### src/rtl/dec_2to4_pipe.sv
// ============================================================================
//  Module      : dec_2to4_pipe
//  Description : Registered binary-to-one-hot decoder with a valid/ready input
//                and a 2-entry skid buffer on the output. Optional even-parity
//                check on the input code is enabled by DEC_PARITY_CHK_EN.
//  Revision    : 1.0 - initial release
// ============================================================================
`default_nettype none

module dec_2to4_pipe #(
  parameter int IN_W  = 2,
  parameter int CNT_W = 16
) (
  input  logic                   clk,
  input  logic                   rst,
  input  logic [IN_W-1:0]        in,
  input  logic                   in_en,
`ifdef DEC_PARITY_CHK_EN
  input  logic                   in_par,
  output logic                   par_err,
`endif
  input  logic                   in_valid,
  output logic                   in_ready,
  output logic [(1<<IN_W)-1:0]   out,
  output logic                   out_valid,
  input  logic                   out_ready,
  output logic [CNT_W-1:0]       dec_cnt,
  output logic                   dis_seen
);

  localparam int c_out_w = 1 << IN_W;

  typedef enum logic [1:0] {
    ST_EMPTY = 2'd0,
    ST_ONE   = 2'd1,
    ST_TWO   = 2'd2
  } state_t;

  state_t               r_state;
  logic [c_out_w-1:0]   r_main;
  logic [c_out_w-1:0]   r_skid;
  logic                 r_out_valid;
  logic                 r_in_ready;
  logic [CNT_W-1:0]     r_cnt;
  logic                 r_dis_seen;
  logic                 w_acc;
  logic                 w_dlv;
  logic                 w_bad_par;
  logic [c_out_w-1:0]   w_word;

  assign w_acc = in_valid & r_in_ready;
  assign w_dlv = r_out_valid & out_ready;

`ifdef DEC_PARITY_CHK_EN
  logic r_par_err;
  assign w_bad_par = ^{in, in_par};
  assign par_err   = r_par_err;

  always_ff @(posedge clk) begin
    if (rst)
      r_par_err <= 1'b0;
    else if (w_acc && w_bad_par)
      r_par_err <= 1'b1;
  end
`else
  assign w_bad_par = 1'b0;
`endif

  // A bad-parity code still occupies a slot, but carries an all-zero word.
  assign w_word = (in_en && !w_bad_par) ? (c_out_w'(1) << in) : '0;

  always_ff @(posedge clk) begin
    if (rst) begin
      r_state     <= ST_EMPTY;
      r_main      <= '0;
      r_skid      <= '0;
      r_out_valid <= 1'b0;
      r_in_ready  <= 1'b1;
      r_cnt       <= '0;
      r_dis_seen  <= 1'b0;
    end else begin
      if (w_dlv)
        r_cnt <= r_cnt + 1'b1;
      if (w_acc && !in_en)
        r_dis_seen <= 1'b1;

      case (r_state)
        ST_EMPTY: begin
          if (w_acc) begin
            r_main      <= w_word;
            r_out_valid <= 1'b1;
            r_state     <= ST_ONE;
          end
        end
        ST_ONE: begin
          if (w_acc && w_dlv) begin
            r_main <= w_word;
          end else if (w_acc) begin
            r_skid     <= w_word;
            r_in_ready <= 1'b0;
            r_state    <= ST_TWO;
          end else if (w_dlv) begin
            r_main      <= '0;
            r_out_valid <= 1'b0;
            r_state     <= ST_EMPTY;
          end
        end
        ST_TWO: begin
          if (w_dlv) begin
            r_main     <= r_skid;
            r_in_ready <= 1'b1;
            r_state    <= ST_ONE;
          end
        end
        default: begin
          r_state     <= ST_EMPTY;
          r_main      <= '0;
          r_out_valid <= 1'b0;
          r_in_ready  <= 1'b1;
        end
      endcase
    end
  end

  assign in_ready  = r_in_ready;
  assign out       = r_main;
  assign out_valid = r_out_valid;
  assign dec_cnt   = r_cnt;
  assign dis_seen  = r_dis_seen;

endmodule

`default_nettype wire

### config.mk
export PLATFORM = sky130hd
export DESIGN_NAME = dec_2to4_pipe
export DESIGN_NICKNAME = d
export VERILOG_FILES = /design/src/rtl/dec_2to4_pipe.sv
export SDC_FILE = /design/constraint.sdc
export NUM_CORES = 1
export LEC_CHECK = 0
export BUFFER_PORTS_ARGS = -buffer_cell sky130_fd_sc_hd__buf_2
export CAP_MARGIN = 40
export CORE_ASPECT_RATIO = 1.4
export CORE_MARGIN = 2
export CORE_UTILIZATION = 56
export DETAILED_ROUTE_END_ITERATION = 16
export GPL_TIMING_DRIVEN = 0
export PLACE_DENSITY = 0.86
export SYNTH_ARGS = -nofsm -noshare
export SYNTH_HDL_FRONTEND = slang
export SYNTH_SLANG_ARGS = --single-unit
### constraint.sdc
create_clock -name clk -period 4.2 [get_ports clk]
set_clock_uncertainty 0.2 [all_clocks]
set_input_delay 0.42 -clock clk [delete_from_list [all_inputs] [get_ports clk]]
set_output_delay 0.42 -clock clk [all_outputs]
set_load 0.01 [all_outputs]
Word level (Yosys, flattened, before mapping)

Index checks and enable logic that the tools add are counted.

Register bits after elaboration: 29
Bits of input ports: 7
Output and inout bits: 23
Word-level logic and storage cells: 56

Add/sub/neg operators: 1
Eq/ne operators: 11
Shift-type cells: 1
Muxes and demuxes: 22
Bitwise logic cells: 5
Reduce and logical (&&, ||, !) cells: 9

Operators by type and width:

| operator                | count |
|---|---|
| $mux W4                 | 6 |
| $add A16 B1 Y16 const B | 1 |
| $ne A2 B2 Y1 const B    | 6 |
| $pmux W4 S3             | 1 |
| $reduce_and A4 Y1       | 3 |
| $mux W2                 | 5 |
| $ne A3 B3 Y1 const B    | 3 |
| $mux W1                 | 7 |
| $pmux W1 S3             | 2 |
| $pmux W2 S3             | 1 |
| $reduce_and A5 Y1       | 1 |
| $shl A1 B2 Y4 const A   | 1 |
| $not A1 Y1              | 3 |
| $reduce_and A3 Y1       | 1 |
| $and A1 B1 Y1           | 2 |
| $eq A2 B1 Y1 const B    | 1 |
| $eq A2 B2 Y1 const B    | 1 |
| $logic_and A1 B1 Y1     | 2 |
| $logic_not A2 Y1        | 1 |
| $logic_not A1 Y1        | 1 |

Logic depth before layout (Yosys ltp)

Gate-level depths: netlist of run 1.

Depth after elaboration: 5
Depth in mapped cells: 5
Depth with buffers taken out: 5

Worst setup path after synthesis of run 1

Ideal clock, no wire load.

Path type: register -> register
Start: register r_out_valid, in the netlist out_valid
End: register r_cnt[13], in the netlist dec_cnt[13]
Arrival: 1.410 ns
Setup slack: 2.468 ns
Stages on the path, launching flop included: 5
Period minus slack after synthesis: 1.732 ns
Cells stage by stage: dfxtp_1 > nand3_4 > nor4_4 > nand3_1 > mux2_4

Word-level cells in the longest chain between the ends: 1

Ends and longest elaborated chain:

| what                     | RTL line | source |
|---|---|---|
| start: declaration       | 42       | `logic r_out_valid;` |
| start signal: assignment | 77       | `r_out_valid <= 1'b0;` |
| start signal: assignment | 91       | `r_out_valid <= 1'b1;` |
| start signal: assignment | 104      | `r_out_valid <= 1'b0;` |
| $and A1 B1 Y1            | 52       | `assign w_dlv = r_out_valid & out_ready;` |
| end signal: assignment   | 83       | `r_cnt <= r_cnt + 1'b1;` |
| end: declaration         | 44       | `logic [CNT_W-1:0] r_cnt;` |

No other way between the ends.
A chain may end at the register's enable or synchronous reset.

Final worst setup path of run 1

Ends and elaborated chain as after synthesis.

==> metrics list, run 1 <==
- The flow ran to the end, and the final reports show no timing, DRC or antenna violations.
- RSZ-0062 raised after global routing: no
- Final Critical Period: 1840 ps
- Crit-path slowest cell: sky130_fd_sc_hd__dfxtp_1
- 30 I/O pins were placed.
* Grt total ovfl: 0
* Achievable clock frequency: 543 MHz
- The tightest min-delay check is of the in -> reg type.
- The critical path is of the reg -> reg type.
- Clock-pin slew was measured on the worst setup and hold paths at 90 ps.
- For this run, design rule violations remaining after detail routing come to 0.
- No sink is reached through more buffers than the 2 on the longest clock path.
* Max Transition Viols Final: 0
* Area of the multi-input gates: 736 um^2
* Synthesis-to-finish area growth: 16.4%
* Kind of capture point of the worst setup path: flip-flop
* Register area: 581 um^2
- Summing every instance area after synthesis gives 1360 um^2.
- Highest net fanout along the worst path: 10
- Post-synthesis cell count: 155
- The first global-routing pass estimated 4.78 mm of wire.
- The congestion estimate from routability-driven global placement came to 0.823.
* Number of nets with antenna violations after routing: 0
- At the worst endpoint, the required time is 4230 ps.
- Total number of H-tree levels: 2
* Worst Slack Setup Final: 2360 ps
- The net count of the finished layout is 199.
- The floorplan has 21 rows.
- The initial utilization of the core area, before any placement, comes to 57.9%.
- Averaged over all synthesized cells, the footprint is 8.74 um^2.
- Leaving out fill and tap cells, the most frequent cell in the layout is sky130_fd_sc_hd__buf_2.
- TritonCTS built the clock tree.
* Clock latency on the worst-skew pair: 330 ps
- The detailed router placed 1293 vias in this run.
* Transition time of the tightest slew-check pin: 472 ps
* Leakage dissipation: 0.645 nW
- Counting distinct cell types in the post-synthesis netlist gives 35.
- Buffers and inverters on the worst path: 0
- Hold buffer count at CTS: 0
- Final Routed Wirelength: 2.83 mm
- Number of buffers added for setup after CTS: 0
- First-pass detailed-route iteration total: 4
- Number of max-capacitance violations reported: 0
* Fillers: 180
- Yosys reg bits: 29
- Die X: 45.6 um
- The via count of the first global-routing pass came to 1138.
- Of all cell types, the one taking the most synthesized area is sky130_fd_sc_hd__dfxtp_1.
* Overall track demand over capacity in global routing: 22.7%
* Net count after synthesis: 163
- The count of buffers added on input and output ports is 29.
* Clk sinks: 29
- Clock Root Buffer: sky130_fd_sc_hd__clkbuf_4
* Critical Path, Cell by Cell: nand3_4, nor4_4, nand3_1, mux2_4
- Number of diodes: 0
- Broken down by cell family, the worst path's largest delay share belongs to simple AND/OR/NAND/NOR gates.
* Total negative slack for setup checks: 0 ps
- Post-synthesis sequential area ratio: 42.8%
- Final routed wire length divided by cell count: 13.1 um
* Final worst-path cycle share: 43.8%
* Setup violation total in the final timing report: 0
- By area the synthesized netlist is led by sky130_fd_sc_hd__dfxtp_1, sky130_fd_sc_hd__nor2_1, sky130_fd_sc_hd__xnor2_1.
- Post-detailed-route via-to-cell ratio: 6.01
- Yosys warnings: 0
- Pwr per Cell Area: 325 nW/um^2
- Number of failing hold endpoints at the final stage: 0
* Maximum number of pins on one net before global-route repair: 11
- Peak ir drop on the vdd network: 233 uV
- Initial drt markers: 28
* Worst slew margin relative to its limit: 68.5%
* Resized cells post-CTS: 0
* DP Worst Slack: 2290 ps
- In the final layout, the share of cells above drive strength 1 is 21.9%.
* Placeable core region: 2340 um^2
- Worst EP arrival: 1870 ps
- The initial antenna violation count was 0.
- Die Footprint: 2830 um^2
- The wire-length estimate of the detail-placed layout is 2.11 mm.
- Die extent in y: 62.2 um
- Max stage delay on crit path: 490 ps
* Share of Yosys cell area claimed by the top area cell type: 42.8%
* Total CTS buffers: 5
* CP Launch Type: flip-flop
- Commonest non-fill, non-tap cells in the layout: sky130_fd_sc_hd__buf_2, sky130_fd_sc_hd__dfxtp_1, sky130_fd_sc_hd__nor2_1, sky130_fd_sc_hd__nand2_1, sky130_fd_sc_hd__a21oi_1
layout make-up:
class / count / area share (%)
buffer: 4 / 1.03
clock buffer: 8 / 3.09
inverter: 6 / 1.43
multi-input combinational: 116 / 46.6
sequential: 29 / 36.8
tap: 23 / 1.82
timing repair buffer: 29 / 9.20
synthesized netlist by cell type (all sizes together):
cell type and n:
or3 2, o21ai 5, nand4b 1, and3 4, mux2i 3, o2bb2ai 4
nand3b 1, nand3 8, clkbuf 2, o21a 1, nor2b 4, dfxtp 29
buf 2, nor4 4, a21oi 10, ha 1, a32oi 5, a21o 2
a31o 2, mux2 2, nand2b 3, xor2 1, o21bai 1, nand4 4
xnor2 8, inv 6, a31oi 1, nor2 22, nand2 11, and2 1
nor3 5
state kept, by name, indices dropped and copies added, names as in the netlist:
name / flops
dec_cnt: 16
out: 4
r_skid: 4
r_state: 2
dis_seen: 1
in_ready: 1
out_valid: 1
report_power, final:
group / switching [mW] / internal [mW] / total (mW)
clock network: 0.0912 / 0.0665 / 0.158
logic: 0.0365 / 0.0249 / 0.0614
registers: 0.0114 / 0.283 / 0.294
metal layers:
layer | global-route usage (%) | routed length (um) | vias up
met1 | 25.4 | 1130 | 598
met4 | 14.0 | 71 | 0
met3 | 5.23 | 173 | 10
met5 | 0 | 0 | -
met2 | 36.8 | 1450 | 56
li1 | - | - | 629
path summary, 6_finish.rpt:
| kind | start | cells past startpoint | slack, ps | to |
|---|---|---|---|---|
| setup / recovery | out_valid | 4 | 2360 | dec_cnt[13] |
| hold reg to reg | out[2] | 1 | 270 | out[2] |
| setup reg to reg | out_valid | 4 | 2360 | dec_cnt[13] |
| hold / removal | in[1] | 3 | 190 | r_skid[3] |
tightest hold or removal path: cells and delay by family:
kind	cells	cell delay [ps]
simple gates	1	70
compound gates	1	60
buf+inv	1	130
cells by family after synthesis:
group	share of synthesized area (%)
simple gates	27.8
fa+ha+maj	0.923
buf+inv	2.86
mux	4.43
xor+xnor	5.82
compound gates	15.3
flops	42.8
stage by stage:
stage | power (mW) | std cells | utilization [%] | area, um^2 | hold WS (ps)
2_1_floorplan | 0.340 | 155 | - | 1360 | 249
3_3_place_gp | 0.359 | 207 | 65.4 | 1530 | 243
3_5_place_dp | 0.361 | 207 | 65.4 | 1530 | 244
4_1_cts | 0.517 | 215 | 67.5 | 1580 | 180
5_1_grt | 0.544 | 215 | 67.5 | 1580 | 209
6_report | 0.513 | 215 | 67.5 | 1580 | 191
Note: power is estimated with default switching activity, not from simulation.
==> run 2: changes to the inputs <==
Settings changed: CORE_UTILIZATION 56 to 52, PLACE_DENSITY 0.86 to 0.81.
Clock period 4.2 ns to 1.8 ns, I/O delays scaled along.
==> run 2 against run 1 <==
Routed wire length is 12% higher; non-clock buffer count up 5; die area rose by 7.1%.
==> metrics list, run 2 (synthesized netlist as in run 1, its figures left out) <==
- Vias in the first global route: 1205 (+5.9%)
* Area of placed instances: 1540 um^2 (+0.90%)
- Max Transition Viols Final: 0 (unchanged)
- Outcome: finished clean
- The clock-pin slew reported for the worst setup and hold paths after clock tree synthesis was 90 ps (about the same).
- The full die area is 3040 um^2 (+7.1%).
- The antenna diode instance count is 0 (unchanged).
- In this run the clock root is driven by a sky130_fd_sc_hd__clkbuf_4.
* Placement row count: 21 (unchanged)
- Transition time of the tightest slew-check pin: 501 ps (+28.9 ps)
- Fillers: 221 (+23%)
* Crit-path slowest cell: sky130_fd_sc_hd__dfxtp_1
- Startpoint-to-endpoint class of the critical path: reg -> reg
* Number of placed instances with taps included: 218 (+5.3%)
- Final Critical Period: 1790 ps (-48.5 ps)
- The worst setup path is captured at a flip-flop.
- TritonCTS built the clock tree.
- The switching share of total power is 27.9% (+0.76 points).
* Vias after detailed routing: 1288 (-0.39%)
- The count of clock tree sinks came to 29 (unchanged).
- The total of max-cap violations came to 0 (unchanged).
* Start point of the worst min-delay path: in_valid
* Gate family responsible for the most delay along the worst path: simple AND/OR/NAND/NOR gates
* Pwr per Cell Area: 733 nW/um^2 (+130%)
- The aggregate global-route resource usage is 23.4% (+0.69 points).
- Commonest non-fill, non-tap cells in the layout: sky130_fd_sc_hd__buf_2, sky130_fd_sc_hd__dfxtp_1, sky130_fd_sc_hd__nor2_1, sky130_fd_sc_hd__nand2_1, sky130_fd_sc_hd__a21oi_1
- The first-pass GRT wire length came to 5.09 mm (+6.4%).
- Number of standard cells in the final layout excluding fillers: 231 (+7.4%)
- Final cell utilization of the core: 68.2% (+0.68 points)
* Setup violation total in the final timing report: 0 (unchanged)
- Final hold slack: 22.7 ps (-168 ps)
* Maximum clock path buffer count: 2 (unchanged)
- Count of input and output buffers: 29 (unchanged)
- The remaining number of nets flagged by the antenna check after routing is 0 (unchanged).
- The number of nets in the layout came to 204 (+2.5%).
- The length of the first detailed-routing pass in iterations is 4 (unchanged).
- The number of buffers and inverters on the critical path is 0 (unchanged).
* Class of the most critical hold timing path: in -> reg
- Final worst-path cycle share: 99.6% (+56 points)
- The half-perimeter wire length after placement came to 2.18 mm (+3.5%).
- The level count of the clock H-tree is 2 (unchanged).
* Achievable clock frequency: 558 MHz (+2.7%)
- Part of the total power dissipated in sequential elements: 56.6% (-0.7 points)
- The net switching power of the design was 0.340 mW (+140%).
- The worst ir drop on vdd came to 571 uV (+140%).
- The die extent in x is 47.1 um (+3.4%).
- RSZ-0062 raised after global routing: yes
* Effective utilization at floorplan: 55.5% (-2.5 points)
* Cell internal power dissipation: 0.880 mW (+140%)
- The latest clock arrival within the worst-skew pair is 340 ps (about the same).
- The top fanout value on the critical path was 5 (-5).
* Placeable core region: 2440 um^2 (+4.5%)
* Number of failing hold endpoints at the final stage: 0 (unchanged)
* Share of power burned in combinational logic: 12.4% (+0.4 points)
* Cell area after layout: 1670 um^2 (+5.6%)
* Max stage delay on crit path: 430 ps (-60 ps)
- Compared with the post-synthesis result, the final layout area differs by 22.9%.
* Critical Path, Cell by Cell: nand4_1, nor4_4, nand3_1, mux2_4
- The total wire length is 3.16 mm (+12%).
* Worst slew margin relative to its limit: 66.6% (-1.9 points)
- STA classifies the critical path startpoint as a flip-flop.
* Critical path origin: dec_cnt[8]
* Clock group share of total power: 31.1% (+0.4 points)
* Number of antenna violations at the first check in global routing: 0 (unchanged)
- The arrival time at the worst endpoint came to 1820 ps (-50 ps).
- Share of post-route cells with drive strength above 1: 24.9% (+3.0 points)
* Number of flip-flops in the largest register: 16 (unchanged)
- The number of buffers inserted during clock tree synthesis is 5 (unchanged).
* Grt total ovfl: 0 (unchanged)
- Die extent in y: 64.4 um (+3.5%)
- The routability congestion estimate from global placement is 0.847 (+3.0%).
- The static leakage was 0.686 nW (+6.3%).
- The library cell used most frequently in the layout, excluding fill and tap cells, is sky130_fd_sc_hd__buf_2.
* Final routed wire length divided by cell count: 13.7 um (+3.9%)
- The data required time at the worst endpoint came to 1830 ps (-2400 ps).
- Boundary pin count: 30 (unchanged)
* Maximum number of pins on one net before global-route repair: 11 (unchanged)
* Post-detailed-route via-to-cell ratio: 5.58 (-7.3%)
* DRC Markers: 0 (unchanged)
- Initial drt markers: 36 (+29%)
- FF-to-FF Start: dec_cnt[8]
## run 2: cell count changes in the layout (fill, tap and decap cells not counted)
cell	previous run	this run
sky130_fd_sc_hd__nor2b_1	4	3
sky130_fd_sc_hd__dfxtp_1	29	27
sky130_fd_sc_hd__nand3_2	0	2
sky130_fd_sc_hd__nor2b_4	0	1
sky130_fd_sc_hd__nor4_2	1	0
sky130_fd_sc_hd__dlygate4sd3_1	0	3
sky130_fd_sc_hd__dfxtp_2	0	2
sky130_fd_sc_hd__nand3_1	7	5
sky130_fd_sc_hd__buf_4	0	2
sky130_fd_sc_hd__nor4_4	1	2
## run 2: stage by stage
stage | setup TNS (ps) | setup slack (ps) | total power, mW
2_1_floorplan | 0 | 68.4 | 0.793
3_3_place_gp | -29.6 | -19.3 | 0.838
3_5_place_dp | -45.9 | -23.1 | 0.844
4_1_cts | 0 | 10.2 | 1.22
5_1_grt | -85.5 | -36.7 | 1.28
6_report | 0 | 6.96 | 1.22
## run 2: repair_timing
item,in CTS,in global routing
pin swaps,0,3
resized for setup,3,4
setup buffers,0,2
setup endpoints to repair,3,9
hold buffers,3,0
hold endpoints to repair,2,0
## run 2: power by group through the flow
stage / Clock (mW) / Sequential [mW] / Combinational (mW)
4_1_cts: 0.383 / 0.688 / 0.149
2_1_floorplan: 0 / 0.702 / 0.0915
6_report: 0.379 / 0.690 / 0.151
3_3_place_gp: 0 / 0.700 / 0.138
3_5_place_dp: 0 / 0.701 / 0.143
5_1_grt: 0.416 / 0.693 / 0.169
## run 2: metal layers
| metal | up-vias | share of wire, % | global-route usage (%) |
|---|---|---|---|
| li1 | 638 | - | - |
| met1 | 607 | 40 | 24.6 |
| met2 | 37 | 54 | 39.6 |
| met3 | 6 | 4.1 | 8.47 |
| met4 | 0 | 1.8 | 10.4 |
| met5 | - | 0 | 0 |
## run 2: layout make-up
type | instances | area (um^2) | share of cell area (%)
Multi-Input combinational cell | 116 | 762 | 45.8
Sequential cell | 29 | 583 | 35.0
Timing Repair Buffer | 34 | 190 | 11.4
Clock buffer | 8 | 48.8 | 2.93
Tap cell | 34 | 42.5 | 2.55
Inverter | 6 | 22.5 | 1.35
Buffer | 4 | 16.3 | 0.977
## run 2: final timing paths
path | slack [ps] | to | cells past startpoint
max | 7 | dec_cnt[15] | 4
min | 20 | in_ready | 4
max reg2reg | 7 | dec_cnt[15] | 4
min reg2reg | 270 | out[3] | 1
## run 2: worst min-delay path, cell delays in order
cell and delay [ps]:
sky130_fd_sc_hd__buf_2 140, sky130_fd_sc_hd__nand3_1 70, sky130_fd_sc_hd__o21ai_0 80, sky130_fd_sc_hd__nand2b_1 60
==> run 3: changes to the inputs <==
Settings changed: HOLD_SLACK_MARGIN set to 0.03, MAX_ROUTING_LAYER set to met4.
==> run 3 against run 2 <==
Clock power about the same; critical path depth unchanged; cell count increased by 0.87%; critical path type unchanged; maximum frequency decreased by 0.12%; routed wire length increased by 0.95%; largest power group unchanged; largest cell class unchanged; via count increased by 0.39%; power increased by 0.15%; highest routed layer unchanged; cell area increased by 1.2%; count of clock-buffer cells in the layout unchanged; sequential share of layout area decreased by 0.42 points.
==> metrics list, run 3 (synthesized netlist as in run 1, its figures left out) <==
- Total number of H-tree levels: 2 (unchanged)
- Post-detailed-route via-to-cell ratio: 5.55 (-0.47%)
- The slowest stage of the critical path belongs to the cell sky130_fd_sc_hd__dfxtp_1.
- Total CTS buffers: 5 (unchanged)
- Effective utilization at floorplan: 55.5% (unchanged)
- Transition time of the tightest slew-check pin: 498 ps (-2.96 ps)
- Vias in the first global route: 1209 (+0.33%)
- Grt total ovfl: 0 (unchanged)
- Number of max-capacitance violations reported: 0 (unchanged)
* Die X: 47.1 um (unchanged)
- Initial drt markers: 40 (+11%)
- Max Transition Viols Final: 0 (unchanged)
- The instance count after placement with tap cells included was 218 (unchanged).
- CP Launch Type: flip-flop
* Pwr per Cell Area: 725 nW/um^2 (-1.0%)
* Final Critical Period: 1800 ps (+2.21 ps)
- Leaving out fill and tap cells, the most frequent cell in the layout is sky130_fd_sc_hd__buf_2.
- Count of nets after finishing: 206 (+0.98%)
- Required time at the worst-slack endpoint: 1830 ps (about the same)
- Peak ir drop on the vdd network: 568 uV (-0.64%)
- Final routed wire length divided by cell count: 13.7 um (about the same)
* Die Footprint: 3040 um^2 (unchanged)
- First-pass detailed-route iteration total: 4 (unchanged)
- The number of setup violations in the final report was 0 (unchanged).
- DRC Markers: 0 (unchanged)
- STA classifies the critical path endpoint as a flip-flop.
- Clk sinks: 29 (unchanged)
- The flip-flop count of the largest register after layout was 16 (unchanged).
* Maximum clock path buffer count: 2 (unchanged)
* Boundary pin count: 30 (unchanged)
- Class of the most critical hold timing path: in -> reg
* Final worst-path cycle share: 99.7% (+0.12 points)
- The first-pass GRT wire length was 5.13 mm (+0.94%).
- Total negative slack for setup checks: 0 ps (unchanged)
- The latest clock arrival within the worst-skew pair came to 340 ps (about the same).
- The run finished with clean final reports.
* CTS tree: done
- The number of hold violations in the final report came to 0 (unchanged).
- The antenna diode instance count is 0 (unchanged).
* Final Routed Wirelength: 3.19 mm (+0.95%)
- The total number of placement rows came to 21 (unchanged).
- Worst EP arrival: 1830 ps (about the same)
* Commonest non-fill, non-tap cells in the layout: sky130_fd_sc_hd__buf_2, sky130_fd_sc_hd__dfxtp_1, sky130_fd_sc_hd__nor2_1, sky130_fd_sc_hd__nand2_1, sky130_fd_sc_hd__a21oi_1
* Maximum number of pins on one net before global-route repair: 11 (unchanged)
- Dpl hpwl: 2.18 mm (unchanged)
- The remaining number of nets flagged by the antenna check after routing was 0 (unchanged).
- The fraction of the core area covered by cells at the end of the flow is 69.0% (+0.82 points).
- Achievable clock frequency: 557 MHz (-0.12%)
* Overall track demand over capacity in global routing: 24.2% (+0.81 points)
- The clock-pin slew reported for the worst setup and hold paths after clock tree synthesis was 90 ps (about the same).
- Traced cell by cell, the critical path runs through nand4_1, nor4_4, nand3_1, mux2_4.
- Clock Root Buffer: sky130_fd_sc_hd__clkbuf_4
- Setup repair after global routing could not meet its margin everywhere.
* Vias after detailed routing: 1293 (+0.39%)
- Number of antenna violations at the first check in global routing: 0 (unchanged)
- The chip height is 64.4 um (unchanged).
- Worst slew margin relative to its limit: 66.8% (+0.20 points)
- The worst setup path is of the reg -> reg kind.
* Post-layout total power: 1.22 mW (+0.15%)
* Leakage dissipation: 0.694 nW (+1.2%)
- Number of standard cells in the final layout excluding fillers: 233 (+0.87%)
* Highest net fanout along the worst path: 5 (unchanged)
- The fraction of layout cells with a size suffix above 1 was 24.6% (-0.25 points).
- The delay of the slowest cell on the worst path is 430 ps (about the same).
- The area growth from synthesis to layout is 24.4%.
* Placeable core region: 2440 um^2 (unchanged)
- The routability congestion estimate from global placement came to 0.861 (+1.6%).
* Count of input and output buffers: 29 (unchanged)
-- run 3: what timing repair did --
| action | CTS | global route |
|---|---|---|
| buffers inserted | 0 | 2 |
| setup endpoints to repair | 3 | 9 |
| endpoints found under the hold margin | 8 | 0 |
| resized for setup | 3 | 4 |
| pin swaps | 0 | 3 |
| hold buffers | 5 | 0 |
-- run 3: area by class of cell --
cell class                 instances  area [um^2]
multi-input combinational        116          762
fill                             219          758
sequential                        29          583
timing repair buffer              36          210
clock buffer                       8         48.8
tap                               34         42.5
inverter                           6         22.5
buffer                             4         16.3
-- run 3: path summary, 6_finish.rpt --
kind                   start          end  slack, ps  cells past startpoint
setup / recovery  dec_cnt[8]  dec_cnt[15]          5                      4
hold / removal           rst  dec_cnt[15]         40                      3
setup reg to reg  dec_cnt[8]  dec_cnt[15]          5                      4
hold reg to reg       out[3]       out[3]        270                      1
-- run 3: metal layers --
metal	vias up	track usage [%]	share of wire (%)
li1	644	-	-
met1	606	25.0	39
met2	37	39.9	54
met3	6	8.47	4.4
met4	0	10.4	1.7
met5	-	-	0
-- run 3: power breakdown --
group	internal, mW	switching (mW)
clock network	0.155	0.223
registers	0.661	0.0291
logic	0.0669	0.0870
-- run 3: critical path, delay by kind of cell, from the launching register on --
family | cells | cell delay (ps)
multiplexers | 1 | 310
flip-flops | 1 | 430
AND/OR/NAND/NOR | 3 | 750
-- run 3: stage by stage --
stage | hold WS (ps) | setup WS, ps | area [um^2]
floorplan | 134 | 68.4 | 1360
global placement | 242 | -19.3 | 1540
detailed placement | 244 | -23.1 | 1540
CTS | 44.6 | 10.2 | 1650
global route | 46.3 | -36.7 | 1690
finish | 41.2 | 4.75 | 1690
